**src/rtl/ctrl_pipe_if.sv**
```systemverilog
// Control-pipe bus: decoded ID bundle and redirect/freeze inputs in, then
// per-stage control outputs, stall/flush and event counters out.
// The slave modport is the pipe itself. The master modport is its driver.
interface ctrl_pipe_if #(
    parameter int CNT_W = 16
);
    logic             id_valid;
    logic [2:0]       id_alu_category;
    logic             id_branch, id_memtoReg, id_memWrite, id_memRead;
    logic             id_immediate, id_regWrite, id_jal, id_jalr;
    logic [4:0]       id_rd, id_rs1, id_rs2;
    logic             ex_redirect;
    logic             ext_stall;

    logic             ex_valid, mem_valid, wb_valid;
    logic [2:0]       ex_alu_category;
    logic             ex_branch, ex_memtoReg, ex_memWrite, ex_memRead;
    logic             ex_immediate, ex_regWrite, ex_jal, ex_jalr;
    logic             mem_memtoReg, mem_memWrite, mem_memRead, mem_regWrite, mem_jal, mem_jalr;
    logic             wb_memtoReg, wb_regWrite, wb_jal, wb_jalr;
    logic [4:0]       ex_rd, mem_rd, wb_rd;
    logic             stall;
    logic             id_flush;
    logic [CNT_W-1:0] stall_cnt, flush_cnt;
    logic             dbg_lu_wait;   // 1 while the load-use wait state is active

    modport slave (
        input  id_valid, id_alu_category, id_branch, id_memtoReg, id_memWrite, id_memRead,
               id_immediate, id_regWrite, id_jal, id_jalr, id_rd, id_rs1, id_rs2,
               ex_redirect, ext_stall,
        output ex_valid, mem_valid, wb_valid, ex_alu_category, ex_branch, ex_memtoReg,
               ex_memWrite, ex_memRead, ex_immediate, ex_regWrite, ex_jal, ex_jalr,
               mem_memtoReg, mem_memWrite, mem_memRead, mem_regWrite, mem_jal, mem_jalr,
               wb_memtoReg, wb_regWrite, wb_jal, wb_jalr, ex_rd, mem_rd, wb_rd,
               stall, id_flush, stall_cnt, flush_cnt, dbg_lu_wait
    );

    modport master (
        output id_valid, id_alu_category, id_branch, id_memtoReg, id_memWrite, id_memRead,
               id_immediate, id_regWrite, id_jal, id_jalr, id_rd, id_rs1, id_rs2,
               ex_redirect, ext_stall,
        input  ex_valid, mem_valid, wb_valid, ex_alu_category, ex_branch, ex_memtoReg,
               ex_memWrite, ex_memRead, ex_immediate, ex_regWrite, ex_jal, ex_jalr,
               mem_memtoReg, mem_memWrite, mem_memRead, mem_regWrite, mem_jal, mem_jalr,
               wb_memtoReg, wb_regWrite, wb_jal, wb_jalr, ex_rd, mem_rd, wb_rd,
               stall, id_flush, stall_cnt, flush_cnt, dbg_lu_wait
    );
endinterface

```
**src/rtl/ctrl_pipe.sv**
```systemverilog
// Carries the decoded control bundle through EX/MEM/WB. Inserts load-use
// bubbles and flushes ID on an EX redirect.
// Interface contract: there is no valid/ready handshake. ext_stall freezes
// every stage register, the FSM and the counters. While ext_stall is high a
// redirect is ignored. It is expected to be held until the freeze ends.
module ctrl_pipe #(
    parameter int LOAD_STALL_CYCLES = 1,
    parameter int CNT_W             = 16
) (
    input  logic       clk,
    input  logic       rst_n,
    ctrl_pipe_if.slave bus
);
    localparam int WAIT_W = (LOAD_STALL_CYCLES > 1) ? $clog2(LOAD_STALL_CYCLES) : 1;

    typedef enum logic {RUN = 1'b0, LU_WAIT = 1'b1} state_t;

    typedef struct packed {
        logic       valid;
        logic [2:0] alu_category;
        logic       branch, memtoReg, memWrite, memRead, immediate, regWrite, jal, jalr;
        logic [4:0] rd;
    } ex_t;

    typedef struct packed {
        logic       valid;
        logic       memtoReg, memWrite, memRead, regWrite, jal, jalr;
        logic [4:0] rd;
    } mem_t;

    typedef struct packed {
        logic       valid;
        logic       memtoReg, regWrite, jal, jalr;
        logic [4:0] rd;
    } wb_t;

    state_t            state, state_nx;
    logic [WAIT_W-1:0] wait_cnt, wait_cnt_nx;
    ex_t               ex_q, ex_nx;
    mem_t              mem_q;
    wb_t               wb_q;
    logic              hazard, lu_stall, flush;
    logic [CNT_W-1:0]  stall_cnt_q, flush_cnt_q;

    // Both sources are compared for every opcode. This is conservative.
    assign hazard = bus.id_valid & ex_q.valid & ex_q.memRead & (ex_q.rd != 5'd0) &
                    ((ex_q.rd == bus.id_rs1) | (ex_q.rd == bus.id_rs2));

    // Next state and stall/flush decision. A redirect always beats a hazard.
    always_comb begin
        state_nx    = state;
        wait_cnt_nx = wait_cnt;
        lu_stall    = 1'b0;
        flush       = 1'b0;
        if (!bus.ext_stall) begin
            case (state)
                RUN: begin
                    if (bus.ex_redirect) begin
                        flush = 1'b1;
                    end else if (hazard) begin
                        lu_stall = 1'b1;
                        if (LOAD_STALL_CYCLES > 1) begin
                            state_nx    = LU_WAIT;
                            wait_cnt_nx = WAIT_W'(LOAD_STALL_CYCLES - 1);
                        end
                    end
                end
                LU_WAIT: begin
                    if (bus.ex_redirect) begin
                        flush       = 1'b1;
                        state_nx    = RUN;
                        wait_cnt_nx = '0;
                    end else begin
                        lu_stall = 1'b1;
                        if (wait_cnt == WAIT_W'(1)) begin
                            state_nx    = RUN;
                            wait_cnt_nx = '0;
                        end else begin
                            wait_cnt_nx = wait_cnt - WAIT_W'(1);
                        end
                    end
                end
                default: begin
                    state_nx    = RUN;
                    wait_cnt_nx = '0;
                end
            endcase
        end
    end

    // EX input: the ID bundle, or an all-zero bubble when ID is empty, dead or held.
    always_comb begin
        ex_nx = '0;
        if (bus.id_valid && !flush && !lu_stall) begin
            ex_nx.valid        = 1'b1;
            ex_nx.alu_category = bus.id_alu_category;
            ex_nx.branch       = bus.id_branch;
            ex_nx.memtoReg     = bus.id_memtoReg;
            ex_nx.memWrite     = bus.id_memWrite;
            ex_nx.memRead      = bus.id_memRead;
            ex_nx.immediate    = bus.id_immediate;
            ex_nx.regWrite     = bus.id_regWrite;
            ex_nx.jal          = bus.id_jal;
            ex_nx.jalr         = bus.id_jalr;
            ex_nx.rd           = bus.id_rd;
        end
    end

    // FSM state register. The next-state logic already holds under ext_stall.
    always_ff @(posedge clk or negedge rst_n) begin
        if (!rst_n) begin
            state    <= RUN;
            wait_cnt <= '0;
        end else begin
            state    <= state_nx;
            wait_cnt <= wait_cnt_nx;
        end
    end

    // Stage registers advance together unless the downstream freeze is on.
    always_ff @(posedge clk or negedge rst_n) begin
        if (!rst_n) begin
            ex_q  <= '0;
            mem_q <= '0;
            wb_q  <= '0;
        end else if (!bus.ext_stall) begin
            ex_q  <= ex_nx;
            mem_q <= '{valid: ex_q.valid, memtoReg: ex_q.memtoReg, memWrite: ex_q.memWrite,
                       memRead: ex_q.memRead, regWrite: ex_q.regWrite, jal: ex_q.jal,
                       jalr: ex_q.jalr, rd: ex_q.rd};
            wb_q  <= '{valid: mem_q.valid, memtoReg: mem_q.memtoReg, regWrite: mem_q.regWrite,
                       jal: mem_q.jal, jalr: mem_q.jalr, rd: mem_q.rd};
        end
    end

    // Saturating event counters. Both events already imply ext_stall is low.
    always_ff @(posedge clk or negedge rst_n) begin
        if (!rst_n) begin
            stall_cnt_q <= '0;
            flush_cnt_q <= '0;
        end else begin
            if (lu_stall && stall_cnt_q != '1) stall_cnt_q <= stall_cnt_q + CNT_W'(1);
            if (flush && flush_cnt_q != '1)    flush_cnt_q <= flush_cnt_q + CNT_W'(1);
        end
    end

    assign bus.stall    = rst_n & (bus.ext_stall | lu_stall);
    assign bus.id_flush = rst_n & flush;

    assign bus.ex_valid        = ex_q.valid;
    assign bus.ex_alu_category = ex_q.alu_category;
    assign bus.ex_branch       = ex_q.branch;
    assign bus.ex_memtoReg     = ex_q.memtoReg;
    assign bus.ex_memWrite     = ex_q.memWrite;
    assign bus.ex_memRead      = ex_q.memRead;
    assign bus.ex_immediate    = ex_q.immediate;
    assign bus.ex_regWrite     = ex_q.regWrite;
    assign bus.ex_jal          = ex_q.jal;
    assign bus.ex_jalr         = ex_q.jalr;
    assign bus.ex_rd           = ex_q.rd;

    assign bus.mem_valid    = mem_q.valid;
    assign bus.mem_memtoReg = mem_q.memtoReg;
    assign bus.mem_memWrite = mem_q.memWrite;
    assign bus.mem_memRead  = mem_q.memRead;
    assign bus.mem_regWrite = mem_q.regWrite;
    assign bus.mem_jal      = mem_q.jal;
    assign bus.mem_jalr     = mem_q.jalr;
    assign bus.mem_rd       = mem_q.rd;

    assign bus.wb_valid    = wb_q.valid;
    assign bus.wb_memtoReg = wb_q.memtoReg;
    assign bus.wb_regWrite = wb_q.regWrite;
    assign bus.wb_jal      = wb_q.jal;
    assign bus.wb_jalr     = wb_q.jalr;
    assign bus.wb_rd       = wb_q.rd;

    assign bus.stall_cnt   = stall_cnt_q;
    assign bus.flush_cnt   = flush_cnt_q;
    assign bus.dbg_lu_wait = (state == LU_WAIT);
endmodule

```
**src/flat_wrapper.sv**
```systemverilog
// flat-port wrapper written by rule: the top's interface ports become plain ports
module ctrl_pipe_flat 
#(
    parameter int LOAD_STALL_CYCLES = 1,
    parameter int CNT_W             = 16
)
  (clk, rst_n, bus_id_valid, bus_id_alu_category, bus_id_branch, bus_id_memtoReg, bus_id_memWrite, bus_id_memRead, bus_id_immediate, bus_id_regWrite, bus_id_jal, bus_id_jalr, bus_id_rd, bus_id_rs1, bus_id_rs2, bus_ex_redirect, bus_ext_stall, bus_ex_valid, bus_mem_valid, bus_wb_valid, bus_ex_alu_category, bus_ex_branch, bus_ex_memtoReg, bus_ex_memWrite, bus_ex_memRead, bus_ex_immediate, bus_ex_regWrite, bus_ex_jal, bus_ex_jalr, bus_mem_memtoReg, bus_mem_memWrite, bus_mem_memRead, bus_mem_regWrite, bus_mem_jal, bus_mem_jalr, bus_wb_memtoReg, bus_wb_regWrite, bus_wb_jal, bus_wb_jalr, bus_ex_rd, bus_mem_rd, bus_wb_rd, bus_stall, bus_id_flush, bus_stall_cnt, bus_flush_cnt, bus_dbg_lu_wait);
  ctrl_pipe_if #(.CNT_W(CNT_W)) bus_i ();
  input  logic clk;
  input  logic rst_n;
  input wire logic [$bits(bus_i.id_valid)-1:0] bus_id_valid;
  input wire logic [$bits(bus_i.id_alu_category)-1:0] bus_id_alu_category;
  input wire logic [$bits(bus_i.id_branch)-1:0] bus_id_branch;
  input wire logic [$bits(bus_i.id_memtoReg)-1:0] bus_id_memtoReg;
  input wire logic [$bits(bus_i.id_memWrite)-1:0] bus_id_memWrite;
  input wire logic [$bits(bus_i.id_memRead)-1:0] bus_id_memRead;
  input wire logic [$bits(bus_i.id_immediate)-1:0] bus_id_immediate;
  input wire logic [$bits(bus_i.id_regWrite)-1:0] bus_id_regWrite;
  input wire logic [$bits(bus_i.id_jal)-1:0] bus_id_jal;
  input wire logic [$bits(bus_i.id_jalr)-1:0] bus_id_jalr;
  input wire logic [$bits(bus_i.id_rd)-1:0] bus_id_rd;
  input wire logic [$bits(bus_i.id_rs1)-1:0] bus_id_rs1;
  input wire logic [$bits(bus_i.id_rs2)-1:0] bus_id_rs2;
  input wire logic [$bits(bus_i.ex_redirect)-1:0] bus_ex_redirect;
  input wire logic [$bits(bus_i.ext_stall)-1:0] bus_ext_stall;
  output wire logic [$bits(bus_i.ex_valid)-1:0] bus_ex_valid;
  output wire logic [$bits(bus_i.mem_valid)-1:0] bus_mem_valid;
  output wire logic [$bits(bus_i.wb_valid)-1:0] bus_wb_valid;
  output wire logic [$bits(bus_i.ex_alu_category)-1:0] bus_ex_alu_category;
  output wire logic [$bits(bus_i.ex_branch)-1:0] bus_ex_branch;
  output wire logic [$bits(bus_i.ex_memtoReg)-1:0] bus_ex_memtoReg;
  output wire logic [$bits(bus_i.ex_memWrite)-1:0] bus_ex_memWrite;
  output wire logic [$bits(bus_i.ex_memRead)-1:0] bus_ex_memRead;
  output wire logic [$bits(bus_i.ex_immediate)-1:0] bus_ex_immediate;
  output wire logic [$bits(bus_i.ex_regWrite)-1:0] bus_ex_regWrite;
  output wire logic [$bits(bus_i.ex_jal)-1:0] bus_ex_jal;
  output wire logic [$bits(bus_i.ex_jalr)-1:0] bus_ex_jalr;
  output wire logic [$bits(bus_i.mem_memtoReg)-1:0] bus_mem_memtoReg;
  output wire logic [$bits(bus_i.mem_memWrite)-1:0] bus_mem_memWrite;
  output wire logic [$bits(bus_i.mem_memRead)-1:0] bus_mem_memRead;
  output wire logic [$bits(bus_i.mem_regWrite)-1:0] bus_mem_regWrite;
  output wire logic [$bits(bus_i.mem_jal)-1:0] bus_mem_jal;
  output wire logic [$bits(bus_i.mem_jalr)-1:0] bus_mem_jalr;
  output wire logic [$bits(bus_i.wb_memtoReg)-1:0] bus_wb_memtoReg;
  output wire logic [$bits(bus_i.wb_regWrite)-1:0] bus_wb_regWrite;
  output wire logic [$bits(bus_i.wb_jal)-1:0] bus_wb_jal;
  output wire logic [$bits(bus_i.wb_jalr)-1:0] bus_wb_jalr;
  output wire logic [$bits(bus_i.ex_rd)-1:0] bus_ex_rd;
  output wire logic [$bits(bus_i.mem_rd)-1:0] bus_mem_rd;
  output wire logic [$bits(bus_i.wb_rd)-1:0] bus_wb_rd;
  output wire logic [$bits(bus_i.stall)-1:0] bus_stall;
  output wire logic [$bits(bus_i.id_flush)-1:0] bus_id_flush;
  output wire logic [$bits(bus_i.stall_cnt)-1:0] bus_stall_cnt;
  output wire logic [$bits(bus_i.flush_cnt)-1:0] bus_flush_cnt;
  output wire logic [$bits(bus_i.dbg_lu_wait)-1:0] bus_dbg_lu_wait;
  assign bus_i.id_valid = bus_id_valid;
  assign bus_i.id_alu_category = bus_id_alu_category;
  assign bus_i.id_branch = bus_id_branch;
  assign bus_i.id_memtoReg = bus_id_memtoReg;
  assign bus_i.id_memWrite = bus_id_memWrite;
  assign bus_i.id_memRead = bus_id_memRead;
  assign bus_i.id_immediate = bus_id_immediate;
  assign bus_i.id_regWrite = bus_id_regWrite;
  assign bus_i.id_jal = bus_id_jal;
  assign bus_i.id_jalr = bus_id_jalr;
  assign bus_i.id_rd = bus_id_rd;
  assign bus_i.id_rs1 = bus_id_rs1;
  assign bus_i.id_rs2 = bus_id_rs2;
  assign bus_i.ex_redirect = bus_ex_redirect;
  assign bus_i.ext_stall = bus_ext_stall;
  assign bus_ex_valid = bus_i.ex_valid;
  assign bus_mem_valid = bus_i.mem_valid;
  assign bus_wb_valid = bus_i.wb_valid;
  assign bus_ex_alu_category = bus_i.ex_alu_category;
  assign bus_ex_branch = bus_i.ex_branch;
  assign bus_ex_memtoReg = bus_i.ex_memtoReg;
  assign bus_ex_memWrite = bus_i.ex_memWrite;
  assign bus_ex_memRead = bus_i.ex_memRead;
  assign bus_ex_immediate = bus_i.ex_immediate;
  assign bus_ex_regWrite = bus_i.ex_regWrite;
  assign bus_ex_jal = bus_i.ex_jal;
  assign bus_ex_jalr = bus_i.ex_jalr;
  assign bus_mem_memtoReg = bus_i.mem_memtoReg;
  assign bus_mem_memWrite = bus_i.mem_memWrite;
  assign bus_mem_memRead = bus_i.mem_memRead;
  assign bus_mem_regWrite = bus_i.mem_regWrite;
  assign bus_mem_jal = bus_i.mem_jal;
  assign bus_mem_jalr = bus_i.mem_jalr;
  assign bus_wb_memtoReg = bus_i.wb_memtoReg;
  assign bus_wb_regWrite = bus_i.wb_regWrite;
  assign bus_wb_jal = bus_i.wb_jal;
  assign bus_wb_jalr = bus_i.wb_jalr;
  assign bus_ex_rd = bus_i.ex_rd;
  assign bus_mem_rd = bus_i.mem_rd;
  assign bus_wb_rd = bus_i.wb_rd;
  assign bus_stall = bus_i.stall;
  assign bus_id_flush = bus_i.id_flush;
  assign bus_stall_cnt = bus_i.stall_cnt;
  assign bus_flush_cnt = bus_i.flush_cnt;
  assign bus_dbg_lu_wait = bus_i.dbg_lu_wait;
  ctrl_pipe #(.LOAD_STALL_CYCLES(LOAD_STALL_CYCLES), .CNT_W(CNT_W)) u_core (.clk(clk), .rst_n(rst_n), .bus(bus_i));
endmodule
```
**config.mk**
```make
export PLATFORM = sky130hd
export DESIGN_NAME = ctrl_pipe_flat
export DESIGN_NICKNAME = d
export VERILOG_FILES = /design/src/rtl/ctrl_pipe_if.sv /design/src/rtl/ctrl_pipe.sv /design/src/flat_wrapper.sv
export SDC_FILE = /design/constraint.sdc
export NUM_CORES = 1
export LEC_CHECK = 0
export BUFFER_PORTS_ARGS = -buffer_cell sky130_fd_sc_hd__buf_4
export CORE_MARGIN = 2
export CORE_UTILIZATION = 40
export CTS_CLUSTER_SIZE = 14
export DETAILED_ROUTE_END_ITERATION = 10
export GPL_ROUTABILITY_DRIVEN = 0
export PLACE_DENSITY = 0.65
export SYNTH_ARGS = -nofsm -noshare
export SYNTH_HDL_FRONTEND = slang
export SYNTH_SLANG_ARGS = --single-unit
```
**constraint.sdc**
```tcl
create_clock -name clk -period 1.7 [get_ports clk]
set_input_delay 0.255 -clock clk [delete_from_list [all_inputs] [get_ports clk]]
set_output_delay 0.255 -clock clk [all_outputs]
set_load 0.05 [all_outputs]
```
======== Word-level counts from Yosys, hierarchy flattened ========
Cells that the tools add are included.
Widths: inputs -> output; s select.
storage, ports and cells
  bits in registers ....................... 73
  bits of input ports ..................... 31
  memories ................................ 0
  bits in read-only memories .............. 0
  output and inout port bits .............. 74
  latch bits .............................. 0
  logic and storage cells ................. 67
  memory bits (writable) .................. 0
operators by class
  add/subtract/negate cells ............... 3
  multipliers ............................. 0
  magnitude comparators ................... 0
  bitwise logic cells ..................... 10
  muxes and demuxes ....................... 13
  reduce and logical (&&, ||, !) cells .... 8
  divide/modulo/power cells ............... 0
  shifts and indexed selects .............. 0
  eq/ne operators ......................... 4
operators with widths
  cell                   count
  $add 16x1->16 const B  2
  $ne 16x16->1 const B   2
  $mux 17                1
  $mux 1                 11
  $eq 5x5->1             2
  $and 1x1->1            6
  $reduce_bool 5->1      1
  $logic_and 1x1->1      4
  $logic_not 1->1        2
  $not 1->1              2
  $or 1x1->1             2
  $pmux 1 s2             1
  $reduce_and 2->1       1
  $sub 1x1->1 const B    1

======== Depth between registers and ports, before layout ========
  depth after elaboration ................. 11
  depth in mapped cells ................... 8
  gate-level depth less buffers ........... 7

======== Worst setup path before layout ========
No wires, ideal clock.
  path type ............................... register -> register
  start point ............................. register u_core.flush_cnt_q[0] (netlist: u_core.bus.flush_cnt[0])
  end point ............................... register u_core.flush_cnt_q[15] (netlist: u_core.bus.flush_cnt[15])
  path buffers ............................ 0
  library setup time ...................... 0.082 ns
  path slack .............................. -0.383 ns
  data required time ...................... 1.618 ns
  stages on the path, launching flop included .. 8
  period minus slack after synthesis ...... 2.083 ns
  arrival time ............................ 2.001 ns
  cells stage by stage .................... dfrtp_1 > ha_1 > nand2_1 > nor4_4 > a2111oi_2 > nand2_1 > nor2_1 > xor2_1
on the way
  longest elaborated chain between the ends .. 2
  elaborated cells on any way between the ends .. 3
  classes of those cells .................. add/sub (1); eq/ne (1); reduce/logical (1)
ends and longest elaborated chain
  what                                                   RTL line          text
  start: declaration                                     ctrl_pipe.sv:43   logic [CNT_W-1:0] stall_cnt_q, flush_cnt_q;
  start signal: assignment                               ctrl_pipe.sv:143  if (flush && flush_cnt_q != '1) flush_cnt_q <= flush_cnt_q + CNT_W'(1);
  branches (longest 2 deep; another with $add 16x1->16)  n/a
Parallel ways; which one is timed is not known.
A chain may end at the register's enable or synchronous reset.

======== Final worst setup path ========
  start point ............................. register u_core.ex_q (netlist bit u_core.bus.ex_rd[3])
  end point ............................... output port bus_stall
on the way
  longest elaborated chain between the ends .. 9
  elaborated cells on any way between the ends .. 12
  classes of those cells .................. eq/ne (2); mux (4); bitwise (5); reduce/logical (1)
ends and longest elaborated chain
  what                                                    RTL line                          text
  start: declaration                                      ctrl_pipe.sv:39                   ex_t ex_q, ex_nx;
  start signal: assignment                                ctrl_pipe.sv:127                  ex_q <= ex_nx;
  $eq 5x5->1 / $reduce_bool 5->1 (equally long branches)  ctrl_pipe.sv:47, ctrl_pipe.sv:46
  $or 1x1->1 / $and 1x1->1 (equally long branches)        ctrl_pipe.sv:47, ctrl_pipe.sv:46
  $and 1x1->1 (*)                                         ctrl_pipe.sv:46                   assign hazard = bus.id_valid & ex_q.valid & ex_q.memRead & (ex_q.rd != 5'd0) &
  $mux 1 (*)                                              ctrl_pipe.sv:60                   end else if (hazard) begin
  $mux 1 (*)                                              ctrl_pipe.sv:58                   if (bus.ex_redirect) begin
  $pmux 1 s2 (*)                                          ctrl_pipe.sv:56                   case (state)
  $mux 1 (*)                                              ctrl_pipe.sv:55                   if (!bus.ext_stall) begin
  $or 1x1->1 (*)                                          ctrl_pipe.sv:147                  assign bus.stall = rst_n & (bus.ext_stall | lu_stall);
  $and 1x1->1 (*)                                         ctrl_pipe.sv:147
  end: declaration                                        flat_wrapper.sv:51                output wire logic [$bits(bus_i.stall)-1:0] bus_stall;
Mark *: on every way between the ends. The rest lies on a longest branch, timed or not.

==> results.md <==
- HP Class: input port to register
- Compound-Gate Fraction of Synth Area: 0.0753
- Via density: 4.95
- Synthesized area: 3180 um^2
- Power Total: 4870 uW
- Yosys warning count: 0
- Synth top area cells: dfrtp_1 58%, xnor2_1 8.6%, mux2_2 7.8%, a22o_1 4.4%, nand3_1 2.4%
- Syn-to-layout area delta: 54.1%
- Die width: 93.1 um
- Num CTS Buffers: 9
- Share of cells above drive strength 1: 0.629
- Max_slew headroom: 0.718
- Nature of the critical path endpoint: primary output
- Met1 WL: 3270 um
- DRC Markers: 0
- Post-Route WL: 7800 um
- Site Rows: 32
- Setup WS post-layout: -0.290 ns
- Max-slew violation count: 0
- Clock period minus worst slack: 1.99 ns
- Vias in the first global route: 2,550
- Met2 wire len: 3910 um
- Top cell type by total area after synthesis: dfrtp_1
- WHS Endpoint: u_core.bus.ex_rd[4]$_DFFE_PN0N_
- Setup CP Type: register to primary output
- Area share of the largest cell type after synthesis: 0.575
- Flops & latches, synth: 73
- Final instance area: 4890 um^2
- CTS max path bufs: 2
- Dpl cell area: 4390 um^2
- Reg2Reg Capture Point: u_core.bus.stall_cnt[1]$_DFFE_PN0P_
- R2r startpoint: u_core.bus.ex_rd[0]$_DFFE_PN0N_
- Arr. time, crit path: 1.74 ns
- R2r setup slk: -0.17 ns
- CTS tree: built
- Min-delay src: bus_id_rd[4]
- DP Wirelength: 5470 um
- Starting density of the core: 0.411
- Uppermost layer routed: met4
- Fin crit share: 1.17
- Adder-Cell Fraction of Synth Area: 0.00788
- Wire per inst: 15.2 um
- Post-layout util: 0.633
- Final setup violation count: 15
- FILL cells: 630
- CTS Root Cell: clkbuf_8
- Io pins: 105
- Skew final: 0.0140 ns
- Crit path max-delay family: flip-flops
- Lkg Pwr: 0.00241 uW
- R2R depth: 7
- Required @ worst endpoint: 1.44 ns
- Clock slew at reported path FFs: 0.07 ns
- Post-synthesis xor/xnor area fraction: 0.108
- Fin cells: 512
- Crit path buf inv count: 1
- Crit path cell chain: xnor2_1, nand2_1, o22ai_2, a21oi_2, nor2_1, o21a_2, buf_8
- Synth Instances: 250
- Global-route wire length before repair: 12,000 um
- DP Cell Count: 480
- Stages on the worst setup path: 7
- Die ar.: 8670 um^2
- Hold path cells: 2
- Final ANT Viol Nets: 0
- Core area: 7730 um^2
- Final #Nets: 438
- Drt first pass iters: 6
- Most common cell in the synthesized netlist: dfrtp_1
- Main synth FF type: dfrtp_1
- Number of diodes: 0
- Largest net degree at the start of global routing: 39
- Register area share after synthesis: 0.575
- Startpoint types: register
- Port bufs: 104
- Syn Area/Cell: 12.7 um^2
- Crit path max fanout: 5
- Power per cell area: 996 nW/um^2
- RSZ-0062 raised after global routing: yes
- CP max stage cell: dfrtp_2
- Simple-gate portion of the synthesized area: 0.130
- Endpoints failing hold: 0
- Syn_nets: 283
- Setup WS pre-CTS: -0.0687 ns
- Worst-Margin Slew: 0.422 ns
- Commonest cells in the netlist: 73 x dfrtp_1, 31 x xnor2_1, 22 x mux2_2, 16 x a22o_1, 16 x nand2_1
- F_max: 502 MHz
- H-tree levels: 3
- Failing checks: setup timing
- Via count: 2,534
- Post-synthesis async set-or-reset flop share: 1.00
- DR iter-0 viols: 73
- VDD IR-drop max: 0.519 mV
- Met3 Wirelength: 532 um
- Max Cap Violations: 0
- Gr usage total: 0.176
- Number of synthesized flops with an enable pin: 0
- Largest stage delay, worst path: 0.47 ns
- Combinational family with the most area after synthesis: simple AND/OR/NAND/NOR gates
- CTS sink cnt: 73
- Initial antenna violation count: 0
- Chip height: 93.1 um
- Post-synthesis mux area share: 0.0851
- Skew-Pair Late Insertion Delay: 0.34 ns
- Status: complete, but fails checks
- Distinct cells, synth: 39
- GR Overflow Total: 0
-- per-layer routing --
layer	vias to the layer above	global-route usage
li1	1203	-
met1	1249	0.221
met2	71	0.282
met3	11	0.0637
met4	0	0.0613
met5	-	0
-- how the worst max path moves through the flow --
stage                                              startpoint  slack, ns                                   end
final                         u_core.bus.ex_rd[3]$_DFFE_PN0N_      -0.29                             bus_stall
after global routing          u_core.bus.ex_rd[0]$_DFFE_PN0N_      -0.37                             bus_stall
after CTS                     u_core.bus.ex_rd[3]$_DFFE_PN0N_      -0.25                             bus_stall
after detailed placement  u_core.bus.stall_cnt[1]$_DFFE_PN0P_      -0.07  u_core.bus.stall_cnt[14]$_DFFE_PN0P_
after global placement    u_core.bus.stall_cnt[1]$_DFFE_PN0P_     -0.007  u_core.bus.stall_cnt[14]$_DFFE_PN0P_
after floorplan           u_core.bus.stall_cnt[0]$_DFFE_PN0P_      -0.13   u_core.bus.stall_cnt[4]$_DFFE_PN0P_
-- worst reg2reg max path: cells and delay by family (launching register included) --
kind	cells	cell delay, ns
flip-flops	1	0.47
AO/OA/AOI/OAI	1	0.30
multiplexers	1	0.29
buffers and inverters	2	0.28
AND/OR/NAND/NOR	2	0.25
XOR/XNOR	1	0.17
-- report_power, final --
group	total [uW]	switching [uW]	internal, uW
Sequential	2060	153	1910
Combinational	1460	888	576
Clock	1350	665	683
Total	4870	1710	3160
-- metrics by stage --
step	hold WS (ns)	setup TNS [ns]
finish	0.128	-1.99
global route	0.109	-3.61
CTS	0.109	-3.17
detailed placement	0.308	-0.137
global placement	0.305	-0.00689
floorplan	-0.0406	-2.09
-- kinds of logic after synthesis --
kind of cell    Yosys count
flops                    73
simple gates             72
xor+xnor                 39
compound gates           28
mux                      24
buf+inv                  12
fa+ha+maj                 2
-- cell type report --
type	count	area, um^2	area share
inverter	3	11.3	0.00230
tap	102	128	0.0261
multi-input combinational	165	1510	0.308
clock inverter	6	68.8	0.0141
clock buffer	10	128	0.0261
timing repair buffer	153	1190	0.242
sequential	73	1860	0.381
-- registers in the layout (all words and copies together), names as in the netlist, 3 cells and up --
register / flops
u_core.bus.ex_rd: 5
u_core.bus.flush_cnt: 16
u_core.bus.mem_rd: 5
u_core.bus.ex_alu_category: 3
u_core.bus.wb_rd: 5
u_core.bus.stall_cnt: 16
-- what timing repair did --
action,in CTS,in global routing
setup endpoints to repair,11,39
hold buffers,1,0
cloned,0,1
buffers inserted,6,9
hold endpoints to repair,73,0
pin swaps,11,24
gates resized for setup,8,27
-- layout by cell type (no fill, tap or decap), types with 8 or more instances in the layout --
cell and instances:
dfrtp_1 44, xnor2_1 23, nor2_1 8, nand2_1 13, mux2_2 22, clkbuf_8 9, a22o_1 16, xor2_1 8
xnor2_2 8, dfrtp_2 29, nand3_1 8, buf_4 146
Power figures use the tool's default switching activity.
